<file path="config.mk">
export PLATFORM = sky130hd
export DESIGN_NAME = pulse_train_ctrl
export DESIGN_NICKNAME = d
export VERILOG_FILES = /design/src/rtl/pulse_train_ctrl.sv
export SDC_FILE = /design/constraint.sdc
export NUM_CORES = 1
export LEC_CHECK = 0
export ABC_AREA = 1
export BUFFER_PORTS_ARGS = -buffer_cell sky130_fd_sc_hd__buf_2
export CELL_PAD_IN_SITES_DETAIL_PLACEMENT = 2
export CELL_PAD_IN_SITES_GLOBAL_PLACEMENT = 2
export CORE_UTILIZATION = 29
export DETAILED_ROUTE_END_ITERATION = 6
export PLACE_DENSITY_LB_ADDON = 0.1
export SYNTH_ARGS = -nofsm -noshare
export SYNTH_HDL_FRONTEND = slang
export SYNTH_SLANG_ARGS = --single-unit
</file>
<file path="constraint.sdc">
create_clock -name clk -period 1.65 [get_ports clk]
set_input_delay 0.0825 -clock clk [delete_from_list [all_inputs] [get_ports clk]]
set_output_delay 0.0825 -clock clk [all_outputs]
set_load 0.02 [all_outputs]
</file>
<file path="src/rtl/pulse_train_ctrl.sv">
// rtl/pulse_train_ctrl.sv - BIST pulse-train stimulus controller with runtime high/low/count config.
// Optional continuous mode is enabled by defining PULSE_TRAIN_CONT_EN (adds the cont input).
module pulse_train_ctrl #(
  parameter int LEN_W      = 8,
  parameter int CNT_W      = 8,
  parameter int DEF_HIGH   = 8,
  parameter int DEF_LOW    = 1,
  parameter int DEF_PULSES = 10
) (
  input  logic             clk,
  input  logic             reset,
  input  logic             start,
  input  logic             abort,
  input  logic [LEN_W-1:0] high_len,
  input  logic [LEN_W-1:0] low_len,
  input  logic [CNT_W-1:0] num_pulses,
`ifdef PULSE_TRAIN_CONT_EN
  input  logic             cont,
`endif
  output logic             out,
  output logic             running,
  output logic             bist_end,
  output logic [CNT_W-1:0] pulse_cnt
);

  typedef enum logic [1:0] {
    IDLE  = 2'd0,
    RUN_H = 2'd1,
    RUN_L = 2'd2,
    DONE  = 2'd3
  } state_t;

  state_t           state_q, state_d;
  logic             start_q, start_d;
  logic [LEN_W-1:0] phase_q, phase_d;
  logic [CNT_W-1:0] pulse_cnt_q, pulse_cnt_d;
  logic [LEN_W-1:0] high_len_q, high_len_d;
  logic [LEN_W-1:0] low_len_q, low_len_d;
  logic [CNT_W-1:0] num_pulses_q, num_pulses_d;
`ifdef PULSE_TRAIN_CONT_EN
  logic             cont_q, cont_d;
`endif

  logic             launch;
  logic             last_high;
  logic             last_low;
  logic [CNT_W-1:0] cnt_inc;

  assign launch    = start & ~start_q;
  // Latched lengths are never zero (clamped at launch), so length-1 cannot underflow.
  assign last_high = (phase_q == (high_len_q - LEN_W'(1)));
  assign last_low  = (phase_q == (low_len_q - LEN_W'(1)));
  assign cnt_inc   = pulse_cnt_q + CNT_W'(1);

  always_comb begin
    state_d      = state_q;
    start_d      = start;
    phase_d      = phase_q;
    pulse_cnt_d  = pulse_cnt_q;
    high_len_d   = high_len_q;
    low_len_d    = low_len_q;
    num_pulses_d = num_pulses_q;
`ifdef PULSE_TRAIN_CONT_EN
    cont_d       = cont_q;
`endif

    if (abort) begin
      state_d = IDLE;
      phase_d = '0;
    end else begin
      case (state_q)
        IDLE, DONE: begin
          if (launch) begin
            high_len_d   = (high_len == '0) ? LEN_W'(1) : high_len;
            low_len_d    = (low_len == '0) ? LEN_W'(1) : low_len;
            num_pulses_d = num_pulses;
`ifdef PULSE_TRAIN_CONT_EN
            cont_d       = cont;
`endif
            pulse_cnt_d  = '0;
            phase_d      = '0;
            state_d      = (num_pulses == '0) ? DONE : RUN_H;
          end
        end
        RUN_H: begin
          if (last_high) begin
            phase_d     = '0;
            pulse_cnt_d = cnt_inc;
            if (cnt_inc == num_pulses_q) begin
`ifdef PULSE_TRAIN_CONT_EN
              if (cont_q) begin
                state_d     = RUN_L;
                pulse_cnt_d = '0;
              end else begin
                state_d = DONE;
              end
`else
              state_d = DONE;
`endif
            end else begin
              state_d = RUN_L;
            end
          end else begin
            phase_d = phase_q + LEN_W'(1);
          end
        end
        RUN_L: begin
          if (last_low) begin
            phase_d = '0;
            state_d = RUN_H;
          end else begin
            phase_d = phase_q + LEN_W'(1);
          end
        end
        default: state_d = IDLE;
      endcase
    end
  end

  always_ff @(posedge clk or negedge reset) begin
    if (!reset) begin
      state_q      <= IDLE;
      start_q      <= 1'b0;
      phase_q      <= '0;
      pulse_cnt_q  <= '0;
      high_len_q   <= LEN_W'(DEF_HIGH);
      low_len_q    <= LEN_W'(DEF_LOW);
      num_pulses_q <= CNT_W'(DEF_PULSES);
`ifdef PULSE_TRAIN_CONT_EN
      cont_q       <= 1'b0;
`endif
    end else begin
      state_q      <= state_d;
      start_q      <= start_d;
      phase_q      <= phase_d;
      pulse_cnt_q  <= pulse_cnt_d;
      high_len_q   <= high_len_d;
      low_len_q    <= low_len_d;
      num_pulses_q <= num_pulses_d;
`ifdef PULSE_TRAIN_CONT_EN
      cont_q       <= cont_d;
`endif
    end
  end

  assign out       = (state_q == RUN_H);
  assign running   = (state_q == RUN_H) || (state_q == RUN_L);
  assign bist_end  = (state_q == DONE);
  assign pulse_cnt = pulse_cnt_q;

endmodule
</file>
# Word-level counts from Yosys, hierarchy flattened
# Cells that the tools add are included.
# totals
regBits	43
out_inout_bits	11
input_bits	28
# op_classes
reduce_logical	10
eq_ne	11
bitwise_logic	3
add_sub_neg	4
n_mux	16
# op_table
cell	n
two-way mux 8 bit	7
equality test 8 bit	3
zero test 8 bit	3
one-hot mux 8 bit (3 select lines)	1
adder 8 x 1 -> 8 bit (second input constant)	2
one-hot mux 8 bit (2 select lines)	1
subtractor 8 x 1 -> 8 bit (second input constant)	2
two-way mux 2 bit	5
!= test 3 bit (second input constant)	2
one-hot mux 2 bit (3 select lines)	1
AND reduction 3 bit	2
equality test 2 bit (second input constant)	2
AND reduction 4 bit	1
!= test 3 x 2 -> 1 bit (second input constant)	1
equality test 2 x 1 -> 1 bit (second input constant)	1
zero test 2 bit	1
!= test 2 x 1 -> 1 bit (second input constant)	1
!= test 2 bit (second input constant)	1
inverter 1 bit	2
nonzero test 2 bit	1
OR reduction 2 bit	1
AND 1 bit	1
logical OR 1 bit	1
two-way mux 1 bit	1

# Logic depth before layout (Yosys ltp)
# Gate-level depths: netlist of the first run.
# logic_depth
depth_word	6
depth_mapped	16
mapped_depth_nobuf	16

# Worst setup path before layout of the first run
# Ideal clock, no wire load.
# synth_path
path_kind	register to register
startpoint	register high_len_q[0]
endpoint	register pulse_cnt_q[7] (netlist: pulse_cnt[7])
setup_slack_ns	-0.169
setup_ns	0.118
stages_incl_launch_ff	17
period_less_slack_ns	1.819
n_path_buf	1
required_ns	1.532
t_arrival_ns	1.701
path_cell_list	dfrtp_1 inv_1 ha_1 inv_1 nand2_1 nand3_1 nand2_1 nand2_1 nor2_1 nand2_1 nor2_2 nand2_2 nand2_4 nand2_4 buf_6 nand2_2 o21ai_2
# synth_via
elab_chain_cells	4
# synth_lines
item	line_no	rtl
from (decl)	37	logic [LEN_W-1:0] high_len_q, high_len_d;
from (signal assigned)	126	high_len_q <= LEN_W'(DEF_HIGH);
from (signal assigned)	137	high_len_q <= high_len_d;
subtractor 8 x 1 -> 8 bit	51	assign last_high = (phase_q == (high_len_q - LEN_W'(1)));
equality test 8 bit	51	
!= test 2 x 1 -> 1 bit (no source line)	-	
AND reduction 4 bit (no source line)	-	
to (signal assigned)	136	pulse_cnt_q <= pulse_cnt_d;
to (decl)	36	logic [CNT_W-1:0] pulse_cnt_q, pulse_cnt_d;
# Every way passes these cells.
# A chain may end at the register's enable or synchronous reset.

# Worst setup path in the final report of the first run
# layout_path
startpoint	register low_len_q[0]
endpoint	register phase_q[3]
# layout_via
elab_chain_cells	5
# layout_lines
item	line_no	rtl
from (decl)	38	logic [LEN_W-1:0] low_len_q, low_len_d;
from (signal assigned)	127	low_len_q <= LEN_W'(DEF_LOW);
from (signal assigned)	138	low_len_q <= low_len_d;
subtractor 8 x 1 -> 8 bit	52	assign last_low = (phase_q == (low_len_q - LEN_W'(1)));
equality test 8 bit	52	
two-way mux 8 bit	108	if (last_low) begin
one-hot mux 8 bit (3 select lines)	71	case (state_q)
two-way mux 8 bit	67	if (abort) begin
to (signal assigned)	135	phase_q <= phase_d;
to (decl)	35	logic [LEN_W-1:0] phase_q, phase_d;
# Every way passes these cells.

==> qor.yml, run 1 <==
finish:
  fin_area_um2: 3920
  num-fill-cells: 1141
  layout-drive-gt1-share_pct: 30.9
  multiInputGateArea_um2: 1640
  fin_util_pct: 41.8
  seq_area_um2: 1080
  area_growth_pct: 37.3
  num_antenna_cells: 0
  nets: 539
placement:
  place_congestion: 0.804
  dp_hpwl_um: 7330
  placed_cell_area_um2: 3580
  portBuffers: 38
  dpl_worst_slack_ns: -0.481
logic_synthesis:
  syn_avg_cell_area_um2: 7.00
  synth.yosys.warnings: 0
  synth_fa_ha_area_share_pct: 3.07
  syn-num-nets: 443
  muxShareOfSynthArea_pct: 1.18
  synth_top_family_by_area: "simple AND/OR/NAND/NOR gates"
  synthSimpleGateAreaFrac_pct: 35.1
  synth.distinct_cells: 25
  synth_compound_area_share_pct: 7.89
  netlist_instances: 408
  ys_seq_elements: 43
  synth_xor_area_share_pct: 5.22
  synth-seq-area-share_pct: 37.9
  syn_area_um2: 2850
detailed_routing:
  drt_drc_violations_left: 0
  routedWlPerCell_um: 15.7
  vias: 2975
  drtIter0Drc: 42
  routed_wl_um: 9930
  first_pass_iters: 4
  antenna_left: 0
  viasPerCell: 4.69
worst_setup_path:
  crit_fanout: 8
  cp_slowest_cell: "dfstp_2"
  reg2reg_slack_ns: -0.38
  critical_path_required_ns: 1.83
  critPathMaxStageDelay_ns: 0.55
  path_common_cell: "nand2_2"
  worst-setup-path-type: "flop to flop"
  crit_chain: "inv_2, ha_4, xor2_2, nand2_2, nor2_4, nand3_2, nor2_2, nand2_2, nand2_2, nand2_4, nand3_1, o21ai_1"
  start_kind: "flop"
  crit_family: "simple AND/OR/NAND/NOR gates"
  crit_path_end_kind: "flop"
  path_buf_inv: 1
  crit_arrival_ns: 2.21
power_and_ir_drop:
  irDropWorstVdd_mv: 0.702
  p_clk_share_pct: 12.8
  p_comb_share_pct: 57.0
  power.density_nw_per_um2: 1370
  p_sw_share_pct: 43.8
  pwr-share-seq_pct: 30.2
  leakage_nw: 2.03
  p_int_w: 0.00301
  switchingPower_w: 0.00235
sta:
  setup_viol: 23
  setup_tns_ns: -5.28
  skew_ns: 0.00526
  setup_ws_ns: -0.378
  worst_pin_slew_ns: 0.521
  hold_viol_final: 0
  period_needed_ns: 2.03
  worst_slew_margin_rel_pct: 65.3
  clock.fmax_mhz: 493
  post-route-period-util_pct: 123
  slew_viol_final: 0
  rsz0062_at_grt: "yes"
floorplanning:
  num_io_pins: 39
  fp-row-count: 35
  die_y_um: 101
  die_w_um: 101
  die_area_um2: 10200
  initial_core_util_pct: 30.5
  core-area_um2: 9370
clock_tree:
  clkTransAtPathRegs_ns: 0.09
  clockBufferDepth: 2
  cts.sinks: 43
  clock_tree.root_cell: "clkbuf_8"
  clock_latency_ns: 0.30
  htree_levels: 2
  cts_buffers: 5
  cts_tree: "done"
global_routing:
  grt_pass1_wl_um: 16400
  grt_util_all_layers_pct: 21.2
  grt_pass1_vias: 3254
  antenna_found_initial: 0
  gr-total-overflow: 0
  grt_max_degree: 25
run_status:
  violations: "negative setup slack"
  status: "complete, but fails checks"
worst_hold_path:
  worst_hold_path_type: "input port to flop"
job:
  drv_cap: 0
[layout by cell type, fill, tap and decap left out, types with 6 or more instances in the layout]
cell type,synthesis,routed
a21oi_1,13,13
buf_2,1,38
buf_4,0,49
dfrtp_1,39,39
inv_1,64,58
inv_2,1,7
nand2_1,107,103
nand2_2,5,7
nand3_1,47,41
nand3_2,0,6
nand4_1,8,8
nor2_1,44,41
o21ai_0,18,10
o21ai_1,0,7
o21ai_2,8,9
xor2_1,11,10
[power groups by stage]
| stage | Combinational, W | Sequential [W] | Clock [W] |
|---|---|---|---|
| final | 0.00306 | 0.00162 | 0.000688 |
| after detailed placement | 0.00269 | 0.00164 | 0 |
| after global routing | 0.00344 | 0.00166 | 0.000745 |
| after global placement | 0.00258 | 0.00162 | 0 |
| after floorplan | 0.00161 | 0.00165 | 0 |
| after CTS | 0.00296 | 0.00162 | 0.000718 |
[layout make-up]
cell class,count,share of cell area [%]
clock buffer,7,1.95
sequential,43,27.6
clock inverter,1,0.128
inverter,65,6.23
tap,129,4.12
multi-input combinational,294,41.8
timing repair buffer,95,18.2
[metal layers]
layer / track usage, % / share of wire (%)
met1: 24.8 / 43
met2: 41.4 / 54
met3: 2.07 / 1.7
met4: 4.68 / 1.3
met5: 0 / 0
[cells in the mapped netlist]
library cell,count,share of area [%]
nand2_1,107,14
inv_1,64,8.4
nand3_1,47,8.2
nor2_1,44,5.8
dfrtp_1,39,34
o21ai_0,18,3.2
a21oi_1,13,2.3
xor2_1,11,3.4
nand4_1,8,1.8
o21ai_2,8,2.5
ha_1,7,3.1
xnor2_1,6,1.8
nand2_2,5,1.1
clkbuf_1,4,0.53
dfstp_2,4,3.7
nor2_2,4,0.88
nor3_1,4,0.70
nor4_1,4,0.88
mux2_2,3,1.2
nand2_4,2,0.79
nor3_2,2,0.70
buf_2,1,0.18
buf_6,1,0.39
inv_2,1,0.13
or2_2,1,0.22
[state kept, by name (all words and copies together), names as in the netlist]
signal / flops
start_q: 1
state_q: 2
high_len_q: 8
phase_q: 8
num_pulses_q: 8
low_len_q: 8
pulse_cnt: 8
[metrics by stage]
stage | hold slack (ns) | total power (W) | cells
floorplan | -0.213 | 0.00326 | 408
global placement | 0.0839 | 0.00421 | 615
detailed placement | 0.0847 | 0.00433 | 615
CTS | 0.0188 | 0.00529 | 633
global route | 0.0351 | 0.00584 | 634
finish | 0.0239 | 0.00536 | 634
[kinds of logic (layout without fill, tap and decap cells)]
logic type,after synthesis,count (layout)
adders and majority gates,7,7
buffers and inverters,71,168
muxes,3,3
DFF,43,43
and+or+nand+nor,228,228
xor gates and xnor gates,17,17
AOI/OAI and AO/OA,39,39
[path summary, 6_finish.rpt]
kind / cells after the start / to / from
min in group asynchronous: 2 / num_pulses_q[2] / reset
hold reg to reg: 2 / low_len_q[1] / low_len_q[1]
setup / recovery: 12 / phase_q[3] / low_len_q[0]
hold / removal: 2 / low_len_q[7] / low_len[7]
max in group asynchronous: 3 / num_pulses_q[3] / reset
setup reg to reg: 12 / phase_q[3] / low_len_q[0]
[timing repair]
action / CTS / global route
hold buffers: 2 / 0
pin swaps: 5 / 2
hold endpoints to repair: 17 / 0
gates cloned: 2 / 0
setup buffers: 6 / 1
endpoints found under the setup margin: 30 / 33
gates resized for setup: 16 / 14
(Power assumes the default switching activity.)
==> inputs of run 2 (changes only) <==
Settings changed: CORE_UTILIZATION 29 to 32.
Clock period 1.65 ns to 1.9 ns, I/O delays scaled along.
==> qor.yml, run 2 (synthesis gave the netlist of run 1 again) <==
sta:
  worst_slew_margin_rel_pct: 60.0
  worst_pin_slew_ns: 0.600
  clock.fmax_mhz: 511
  slew_viol_final: 0
  hold_viol_final: 0
  setup_viol: 17
  fin_hold_ws_ns: 0.0332
  period_needed_ns: 1.96
  setup_ws_ns: -0.0587
  post-route-period-util_pct: 103
  skew_ns: 0.0113
  rsz0062_at_grt: "yes"
finish:
  num-fill-cells: 1051
  layout-drive-gt1-share_pct: 25.3
  layout.cells.most_common: "nand2_1"
  nets: 501
  area_growth_pct: 26.1
  seq_area_um2: 1080
  multiInputGateArea_um2: 1690
  fin_util_pct: 41.5
  layout_common_cells: "98 x nand2_1, 61 x inv_1, 42 x nor2_1"
  final_cell_count_no_fill: 575
  num_antenna_cells: 0
detailed_routing:
  routedWlPerCell_um: 16.2
  viasPerCell: 5.00
  vias: 2874
  first_pass_iters: 4
  drt_drc_violations_left: 0
  antenna_left: 0
  drtIter0Drc: 81
  routed_wl_um: 9330
clock_tree:
  cts_buffers: 5
  htree_levels: 2
  clock_tree.root_cell: "clkbuf_8"
  cts.sinks: 43
  clkTransAtPathRegs_ns: 0.09
  clockBufferDepth: 2
  cts_tree: "done"
  clock_latency_ns: 0.30
global_routing:
  gr-total-overflow: 0
  met2_usage_pct: 43.1
  grt_pass1_vias: 3130
  grt_max_degree: 44
  grt_pass1_wl_um: 14900
  busiest_layer: "met2"
  gr-usage-met3_pct: 2.74
  grt_util_all_layers_pct: 21.2
  antenna_found_initial: 0
  grtUsageMet1_pct: 22.1
placement:
  place_congestion: 0.834
  dpl_worst_slack_ns: -0.106
  dp_cells: 562
  dp_hpwl_um: 6970
  portBuffers: 38
run_status:
  status: "complete, but fails checks"
  violations: "negative setup slack"
worst_setup_path:
  start_kind: "flop"
  reg2reg_slack_ns: -0.06
  worst-setup-path-type: "flop to flop"
  crit_arrival_ns: 2.16
  crit_fanout: 8
  crit_path_end_kind: "flop"
  critical_path_required_ns: 2.10
floorplanning:
  die_y_um: 96.4
  core-area_um2: 8680
  num_io_pins: 39
  die_area_um2: 9300
  die_w_um: 96.4
  initial_core_util_pct: 32.9
  fp-row-count: 34
power_and_ir_drop:
  irDropWorstVdd_mv: 0.394
  power.density_nw_per_um2: 1250
  leakage_nw: 1.81
worst_hold_path:
  worst_hold_path_type: "input port to flop"
job:
  drv_cap: 0
run 2: changes by cell type in the layout (fill, tap and decap cells not counted), sizes merged:
cell | before | now
clkinv | 1 | 0
bufbuf | 2 | 0
bufinv | 0 | 1
buf | 91 | 54
nand2 | 114 | 115
run 2: area by class of cell:
| cell class | count | share of cell area (%) |
|---|---|---|
| multi-input cells | 295 | 46.9 |
| clock inverters | 1 | 0.834 |
| repair buffers | 56 | 9.52 |
| well taps | 108 | 3.75 |
| flip-flops and latches | 43 | 30.1 |
| clock buffers | 7 | 2.12 |
| inverters | 65 | 6.78 |
run 2: critical path, stage by stage (launching register included):
cell and delay, ns:
dfrtp_1 0.37, inv_1 0.09, ha_4 0.29, inv_2 0.03
nand2_1 0.05, nand2_1 0.05, nor2_1 0.08, nand2_1 0.07
nor2_1 0.10, nand2_1 0.07, nor2_2 0.15, nand2_4 0.10
nand2_8 0.13, nand2_8 0.12, nand2_2 0.10, o21ai_2 0.05
run 2: repair_timing:
action / CTS / global route
gates resized for setup: 32 / 13
gates cloned: 1 / 0
pin swaps: 12 / 6
hold buffers: 2 / 0
setup endpoints to repair: 17 / 20
buffers inserted: 1 / 1
hold endpoints to repair: 40 / 0
run 2: report_power, final:
group / leakage (nW) / switching (W) / internal (W)
Clock: 0.0524 / 0.000349 / 0.000395
Combinational: 1.23 / 0.00140 / 0.000898
Sequential: 0.533 / 0.000249 / 0.00121
run 2: stage by stage:
step / area, µm² / power [W] / TNS (ns)
finish: 3600 / 0.00450 / -0.513
global route: 3600 / 0.00488 / -3.80
CTS: 3540 / 0.00450 / -0.653
detailed placement: 3270 / 0.00347 / -1.05
global placement: 3270 / 0.00336 / -0.0728
floorplan: 2850 / 0.00275 / 0
run 2: worst paths after layout:
path                               start             to  cells past startpoint
setup / recovery           high_len_q[0]   pulse_cnt[4]                     15
setup reg to reg           high_len_q[0]   pulse_cnt[4]                     15
hold reg to reg             low_len_q[1]   low_len_q[1]                      2
max in group asynchronous          reset  high_len_q[2]                      3
hold / removal               high_len[3]  high_len_q[3]                      3
min in group asynchronous          reset   pulse_cnt[1]                      3
run 2: metal layers:
layer	wire [µm]	up-vias	share of wire (%)
li1	-	1403	-
met1	3760	1421	40
met3	185	15	2.0
met5	0	-	0
met4	189	0	2.0
met2	5200	35	56
